--- config.mk ---
export PLATFORM = sky130hd
export DESIGN_NAME = hbridge_guard_flat
export DESIGN_NICKNAME = d
export VERILOG_FILES = /design/src/rtl/motor_pkg.sv /design/src/rtl/hbridge_guard_if.sv /design/src/rtl/sat_counter.sv /design/src/rtl/hbridge_guard.sv /design/src/flat_wrapper.sv
export SDC_FILE = /design/constraint.sdc
export NUM_CORES = 1
export LEC_CHECK = 0
export ABC_AREA = 1
export CAP_MARGIN = 20
export CORE_MARGIN = 4
export CORE_UTILIZATION = 60
export CTS_CLUSTER_SIZE = 16
export DETAILED_ROUTE_END_ITERATION = 12
export DONT_BUFFER_PORTS = 1
export GPL_TIMING_DRIVEN = 0
export PLACE_DENSITY = 0.84
export SYNTH_ARGS = -nofsm -noshare
export SYNTH_HDL_FRONTEND = slang
export SYNTH_SLANG_ARGS = --single-unit
--- constraint.sdc ---
create_clock -name clk -period 5.2 [get_ports clk]
set_input_delay 1.04 -clock clk [delete_from_list [all_inputs] [get_ports clk]]
set_output_delay 1.04 -clock clk [all_outputs]
set_load 0.02 [all_outputs]
--- src/rtl/motor_pkg.sv ---
// Shared motor-drive definitions: bridge pin patterns, guard FSM states and command decode.
package motor_pkg;

  localparam logic [3:0] CMD_OFF   = 4'b0000;
  localparam logic [3:0] CMD_FWD   = 4'b0110;
  localparam logic [3:0] CMD_REV   = 4'b1001;
  localparam logic [3:0] CMD_BRAKE = 4'b1111;

  typedef enum logic [2:0] {
    ST_IDLE,
    ST_WAIT,
    ST_DRIVE_FWD,
    ST_DRIVE_REV,
    ST_FAULT
  } guard_state_t;

  typedef enum logic [1:0] {
    DEC_OFF,
    DEC_FWD,
    DEC_REV,
    DEC_ILLEGAL
  } cmd_dec_t;

  function automatic cmd_dec_t decode_cmd(input logic [3:0] cmd);
    cmd_dec_t dec;
    case (cmd)
      CMD_OFF: dec = DEC_OFF;
      CMD_FWD: dec = DEC_FWD;
      CMD_REV: dec = DEC_REV;
      default: dec = DEC_ILLEGAL;
    endcase
    return dec;
  endfunction

  // Brake (1111) is deliberately not a drive pattern: it counts as off time.
  function automatic logic is_drive(input logic [3:0] pins);
    return (pins == CMD_FWD) || (pins == CMD_REV);
  endfunction

endpackage

--- src/rtl/hbridge_guard_if.sv ---
// Command/status bundle between the PWM controller (master) and the bridge guard (slave).
interface hbridge_guard_if;

  logic [3:0] in_cmd;
  logic       fault_clr;
  logic [3:0] IN;
  logic       fault;
  logic       busy;
  logic       dir;

  modport master (
    output in_cmd,
    output fault_clr,
    input  IN,
    input  fault,
    input  busy,
    input  dir
  );

  modport slave (
    input  in_cmd,
    input  fault_clr,
    output IN,
    output fault,
    output busy,
    output dir
  );

endinterface

--- src/rtl/sat_counter.sv ---
// Saturating up-counter with synchronous clear; count_next_o is the value the register
// will take at the next edge when no clear is applied.
module sat_counter #(
  parameter int WIDTH = 8,
  parameter int MAX   = 255
) (
  input  logic             clk,
  input  logic             reset,
  input  logic             inc_i,
  input  logic             clr_i,
  output logic [WIDTH-1:0] count_next_o
);

  localparam logic [WIDTH-1:0] MAX_C = WIDTH'(MAX);

  logic [WIDTH-1:0] count_q;

  always_comb begin
    count_next_o = count_q;
    if (inc_i && (count_q < MAX_C)) begin
      count_next_o = count_q + WIDTH'(1);
    end
  end

  always_ff @(posedge clk) begin
    if (!reset) begin
      count_q <= '0;
    end else if (clr_i) begin
      count_q <= '0;
    end else begin
      count_q <= count_next_o;
    end
  end

endmodule

--- src/rtl/hbridge_guard.sv ---
// H-bridge safety gate: dead time before any drive, coast time before reversal, latched fault.
// Optional fast brake during a reversal wait: define HBRIDGE_GUARD_BRAKE_EN.
module hbridge_guard #(
  parameter int DEAD_CYCLES  = 100,
  parameter int COAST_CYCLES = 100000
) (
  input  logic           clk,
  input  logic           reset,
  hbridge_guard_if.slave bus
);

  import motor_pkg::*;

  localparam int CW = $clog2(COAST_CYCLES + 1);
  localparam logic [CW-1:0] DEAD_C  = CW'(DEAD_CYCLES);
  localparam logic [CW-1:0] COAST_C = CW'(COAST_CYCLES);

  logic [3:0]   cmd_q;
  cmd_dec_t     cmd_dec;
  guard_state_t state_q;
  guard_state_t state_d;
  logic [3:0]   in_q;
  logic [3:0]   in_d;
  logic         fault_q;
  logic         busy_q;
  logic         last_dir_q;
  logic         last_valid_q;
  logic [CW-1:0] off_next;
  logic         req_dir;
  logic         gate_ok;
  logic         drive_entry;

  // Captured every cycle, reset included, so a command held through reset is seen at once.
  always_ff @(posedge clk) begin
    cmd_q <= bus.in_cmd;
  end

  assign cmd_dec = decode_cmd(cmd_q);
  assign req_dir = (cmd_dec == DEC_REV);

  // off_next includes the current off cycle, so the pins see exactly DEAD/COAST cycles of off.
  sat_counter #(
    .WIDTH (CW),
    .MAX   (COAST_CYCLES)
  ) u_off_count (
    .clk          (clk),
    .reset        (reset),
    .inc_i        (!is_drive(in_q)),
    .clr_i        (drive_entry),
    .count_next_o (off_next)
  );

  assign gate_ok = (off_next >= DEAD_C) &&
                   (!last_valid_q || (req_dir == last_dir_q) || (off_next >= COAST_C));

  always_comb begin
    state_d = state_q;
    case (state_q)
      ST_IDLE, ST_WAIT: begin
        case (cmd_dec)
          DEC_OFF:          state_d = ST_IDLE;
          DEC_FWD, DEC_REV: state_d = gate_ok ? (req_dir ? ST_DRIVE_REV : ST_DRIVE_FWD) : ST_WAIT;
          default:          state_d = ST_FAULT;
        endcase
      end
      ST_DRIVE_FWD: begin
        case (cmd_dec)
          DEC_OFF: state_d = ST_IDLE;
          DEC_FWD: state_d = ST_DRIVE_FWD;
          DEC_REV: state_d = ST_WAIT;
          default: state_d = ST_FAULT;
        endcase
      end
      ST_DRIVE_REV: begin
        case (cmd_dec)
          DEC_OFF: state_d = ST_IDLE;
          DEC_REV: state_d = ST_DRIVE_REV;
          DEC_FWD: state_d = ST_WAIT;
          default: state_d = ST_FAULT;
        endcase
      end
      ST_FAULT: begin
        if (bus.fault_clr && (cmd_dec == DEC_OFF)) begin
          state_d = ST_IDLE;
        end
      end
      default: state_d = ST_IDLE;
    endcase
  end

  assign drive_entry = (state_d == ST_DRIVE_FWD) || (state_d == ST_DRIVE_REV);

  always_comb begin
    case (state_d)
      ST_DRIVE_FWD: in_d = CMD_FWD;
      ST_DRIVE_REV: in_d = CMD_REV;
      default:      in_d = CMD_OFF;
    endcase
`ifdef HBRIDGE_GUARD_BRAKE_EN
    if ((state_d == ST_WAIT) && last_valid_q && (req_dir != last_dir_q) &&
        (off_next >= DEAD_C)) begin
      in_d = CMD_BRAKE;
    end
`endif
  end

  always_ff @(posedge clk) begin
    if (!reset) begin
      state_q      <= ST_IDLE;
      in_q         <= CMD_OFF;
      fault_q      <= 1'b0;
      busy_q       <= 1'b0;
      last_dir_q   <= 1'b0;
      last_valid_q <= 1'b0;
    end else begin
      state_q <= state_d;
      in_q    <= in_d;
      fault_q <= (state_d == ST_FAULT);
      busy_q  <= (state_d == ST_WAIT);
      if (drive_entry) begin
        last_dir_q   <= (state_d == ST_DRIVE_REV);
        last_valid_q <= 1'b1;
      end
    end
  end

  assign bus.IN    = in_q;
  assign bus.fault = fault_q;
  assign bus.busy  = busy_q;
  assign bus.dir   = last_dir_q;

endmodule

--- src/flat_wrapper.sv ---
// flat-port wrapper written by rule: the top's interface ports become plain ports
module hbridge_guard_flat import motor_pkg::*;
#(
  parameter int DEAD_CYCLES  = 100,
  parameter int COAST_CYCLES = 100000
)
  (clk, reset, bus_in_cmd, bus_fault_clr, bus_IN, bus_fault, bus_busy, bus_dir);
  hbridge_guard_if bus_i ();
  input  logic clk;
  input  logic reset;
  input wire logic [$bits(bus_i.in_cmd)-1:0] bus_in_cmd;
  input wire logic [$bits(bus_i.fault_clr)-1:0] bus_fault_clr;
  output wire logic [$bits(bus_i.IN)-1:0] bus_IN;
  output wire logic [$bits(bus_i.fault)-1:0] bus_fault;
  output wire logic [$bits(bus_i.busy)-1:0] bus_busy;
  output wire logic [$bits(bus_i.dir)-1:0] bus_dir;
  assign bus_i.in_cmd = bus_in_cmd;
  assign bus_i.fault_clr = bus_fault_clr;
  assign bus_IN = bus_i.IN;
  assign bus_fault = bus_i.fault;
  assign bus_busy = bus_i.busy;
  assign bus_dir = bus_i.dir;
  hbridge_guard #(.DEAD_CYCLES(DEAD_CYCLES), .COAST_CYCLES(COAST_CYCLES)) u_core (.clk(clk), .reset(reset), .bus(bus_i));
endmodule
==> impl_metrics.py <==
metrics = {
    "yosys": {
        "synth_edf_count": 0,
        "synth_cell_types": 27,
        "synth_nets": 290,
        "syn_area_sq_mm": 0.00177,
        "async_reset_ff_share_pct": 0,
        "avgSynthCellArea_sq_um": 6.33,
        "synth_top_flop_cell": "dfxtp_1",
        "synthesis.instances": 279,
        "synth_warnings": 0,
        "yosysSeqAreaShare_pct": 34.0,
        "ys_seq_elements": 30,
    },
    "floorplanning": {
        "die_y_um": 62.2,
        "fp.dieW_um": 62.2,
        "core_area_sq_mm": 0.00278,
        "start_util_pct": 63.5,
        "rows": 19,
        "ioPinCount": 14,
        "die-area_sq_mm": 0.00387,
    },
    "critical_path": {
        "r2r-start": "u_core.u_off_count.count_q[0]",
        "critPathCaptureType": "flop",
        "critPathMaxStageDelay_ns": 0.40,
        "cp.arrival_ns": 2.89,
        "worstPathRequired_ns": 5.40,
        "cp_max_fo": 10,
        "cp_cell_sequence": "ha_1, inv_1, nor2_1, nand2_1, xor2_1, o21ai_0, inv_1, nand2_1, inv_1, nor2_1, nand2_1, nand2_1, nand3_2, nand2_2, nand2_2, nand2_4, buf_6, nor2_1",
        "cp_common_cell": "nand2_1",
        "startpoint_type": "flop",
        "critPathKind": "reg2reg",
        "worst_path_max_delay_cell": "dfxtp_1",
        "r2r_cells": 18,
        "r2r_slack_ns": 2.52,
        "timing.rr.end": "u_core.u_off_count.count_q[5]",
    },
    "cells_and_area": {
        "area_delta_synth_final_pct": 5.60,
        "layout_common_cells": "81 x nand2_1, 49 x nor2_1, 38 x inv_1, 30 x dfxtp_1, 21 x nand3_1",
        "drive_gt1_share_pct": 8.71,
        "final_common_cell": "nand2_1",
        "layout.nets": 297,
        "antenna-diode-count": 0,
        "fin_util_pct": 67.0,
        "fillers": 263,
    },
    "clocking": {
        "root_buffer": "clkbuf_4",
        "post_cts.repair.setup_buffers": 0,
        "cts-buffers-inserted": 5,
        "path_clk_slew_ns": 0.09,
        "cts_sinks": 30,
        "cts_tree": "built",
        "clk_latency_ns": 0.32,
        "cts_buffer_depth": 2,
        "hold_buffers": 0,
        "cts_resized": 0,
        "cts_htree_levels": 2,
    },
    "route": {
        "ant_nets": 0,
        "route.detailed.drc": 0,
        "drt_iter0_markers": 95,
        "drt-pass1-iter-count": 4,
        "wl_um": 3540,
        "via_per_inst": 5.17,
        "wire_per_inst_um": 11.1,
        "vias": 1645,
    },
    "place": {
        "portBuffers": 0,
        "place_hpwl_um": 2740,
        "gp_congestion": 0.934,
        "place_ws_ns": 2.59,
    },
    "grt": {
        "grt_overflow_total": 0,
        "grt_usage_pct": 19.1,
        "grt_max_degree": 11,
        "grt_first_pass_wirelength_um": 6070,
        "grt_pass1_vias": 1510,
        "antenna_found_initial": 0,
    },
    "power_and_ir_drop": {
        "switching_share_pct": 23.4,
        "internal_power_mw": 0.307,
        "switchingPower_mw": 0.0938,
        "power_frac_seq_pct": 59.8,
        "clockPowerShare_pct": 35.5,
        "vdd_drop_max_uv": 233,
        "power_per_cell_area_mw_per_mm2": 215,
        "power.total_mw": 0.401,
        "leakagePower_nw": 0.809,
        "p_comb_share_pct": 4.6,
    },
    "timing": {
        "min_period_ns": 2.68,
        "clock_skew_ns": 0.00930,
        "hold_ws_ns": 0.462,
        "setup_viol": 0,
        "fmax_ghz": 0.373,
        "rsz0062_at_grt": "no",
        "setup_tns_ns": 0,
        "tightest_slew_ns": 0.454,
        "setup_slack_ns": 2.52,
        "slew_violations": 0,
        "post-route-period-util_pct": 51.6,
        "max_slew_margin_pct": 69.4,
        "finalHoldViolCount": 0,
    },
    "hold_path": {
        "hold_path_end": "u_core.last_valid_q",
        "holdCritPathClass": "reg2reg",
        "hold_depth": 2,
        "hp-start": "u_core.last_valid_q",
    },
    "flow_run": {
        "cap_viol_max_count": 0,
    },
    "run_status": {
        "status": "completed",
    },
}
[routing by layer]
metal,global-route usage (%),up-vias,part of all wire [%]
met3,5.77,6,5.3
met2,30.2,43,44
met5,0,-,0
met1,23.4,716,48
met4,9.49,0,1.9
li1,-,880,-
[synthesized netlist by cell type (3+ instances only)]
cell | n | share of area, %
nand2_1 | 81 | 17
nor2_1 | 49 | 10
inv_1 | 38 | 8.1
xor2_1 | 5 | 2.5
ha_1 | 4 | 2.8
o21ai_0 | 6 | 1.7
dfxtp_1 | 30 | 34
nand2_2 | 3 | 1.1
nor2_2 | 5 | 1.8
a21oi_1 | 11 | 3.1
nand4_1 | 6 | 2.1
nand3_1 | 21 | 6.0
[state kept, by name, summed over array words and instances (netlist names)]
| name | cells |
|---|---|
| u_core.bus.dir | 1 |
| u_core.bus.fault | 1 |
| u_core.cmd_q | 4 |
| u_core.u_off_count.count_q | 17 |
| u_core.bus.IN | 2 |
| u_core.last_valid_q | 1 |
| u_core.bus.busy | 1 |
| u_core.state_q | 3 |
[stage by stage]
step / instances / cell area (sq um)
after global routing: 318 / 1860
after global placement: 310 / 1800
after floorplan: 279 / 1770
final: 318 / 1860
after CTS: 318 / 1860
after detailed placement: 310 / 1800
[power by group through the flow]
stage / combinational, mW / sequential, mW / clock, mW
after floorplan: 0.0148 / 0.244 / 0
after global placement: 0.0177 / 0.245 / 0
after detailed placement: 0.0183 / 0.245 / 0
after CTS: 0.0184 / 0.240 / 0.147
after global routing: 0.0215 / 0.241 / 0.161
final: 0.0185 / 0.240 / 0.142
[critical path: cells and delay by family (launching register included)]
family | cells | cell delay (ns)
AND/OR/NAND/NOR | 11 | 1.17
AO/OA/AOI/OAI | 1 | 0.20
buffers and inverters | 4 | 0.38
flip-flops | 1 | 0.40
adder cells (fa/ha/maj) | 1 | 0.25
XOR/XNOR | 1 | 0.16
[final cells by class]
class	instances	area [sq um]	share of cell area (%)
sequential	30	601	32.2
clock inverter	1	5.00	0.268
inverter	39	146	7.85
clock buffer	7	55.1	2.95
multi-input combinational	205	966	51.8
tap	31	38.8	2.08
buffer	5	52.6	2.82
[cell families (layout without fill, tap and decap cells)]
logic type,Yosys count,count (layout),synth area share [%]
compound gates,24,24,7.65
simple gates,170,170,40.8
buf+inv,44,52,11.3
fa+ha+maj,4,4,2.83
flops,30,30,34.0
xor+xnor,7,7,3.47
[how the worst max path moves through the flow]
stage / startpoint / to / slack (ns) / depth (start not counted)
3_5_place_dp: u_core.u_off_count.count_q[0] / u_core.u_off_count.count_q[5] / 2.59 / 18
5_1_grt: u_core.u_off_count.count_q[0] / u_core.u_off_count.count_q[5] / 2.26 / 19
6_report: u_core.u_off_count.count_q[0] / u_core.u_off_count.count_q[5] / 2.52 / 18
3_3_place_gp: u_core.u_off_count.count_q[0] / u_core.u_off_count.count_q[5] / 2.60 / 18
4_1_cts: u_core.u_off_count.count_q[0] / u_core.u_off_count.count_q[5] / 2.54 / 18
2_1_floorplan: u_core.u_off_count.count_q[0] / u_core.u_off_count.count_q[5] / 2.94 / 18
Note: power is estimated with default switching activity, not from simulation.
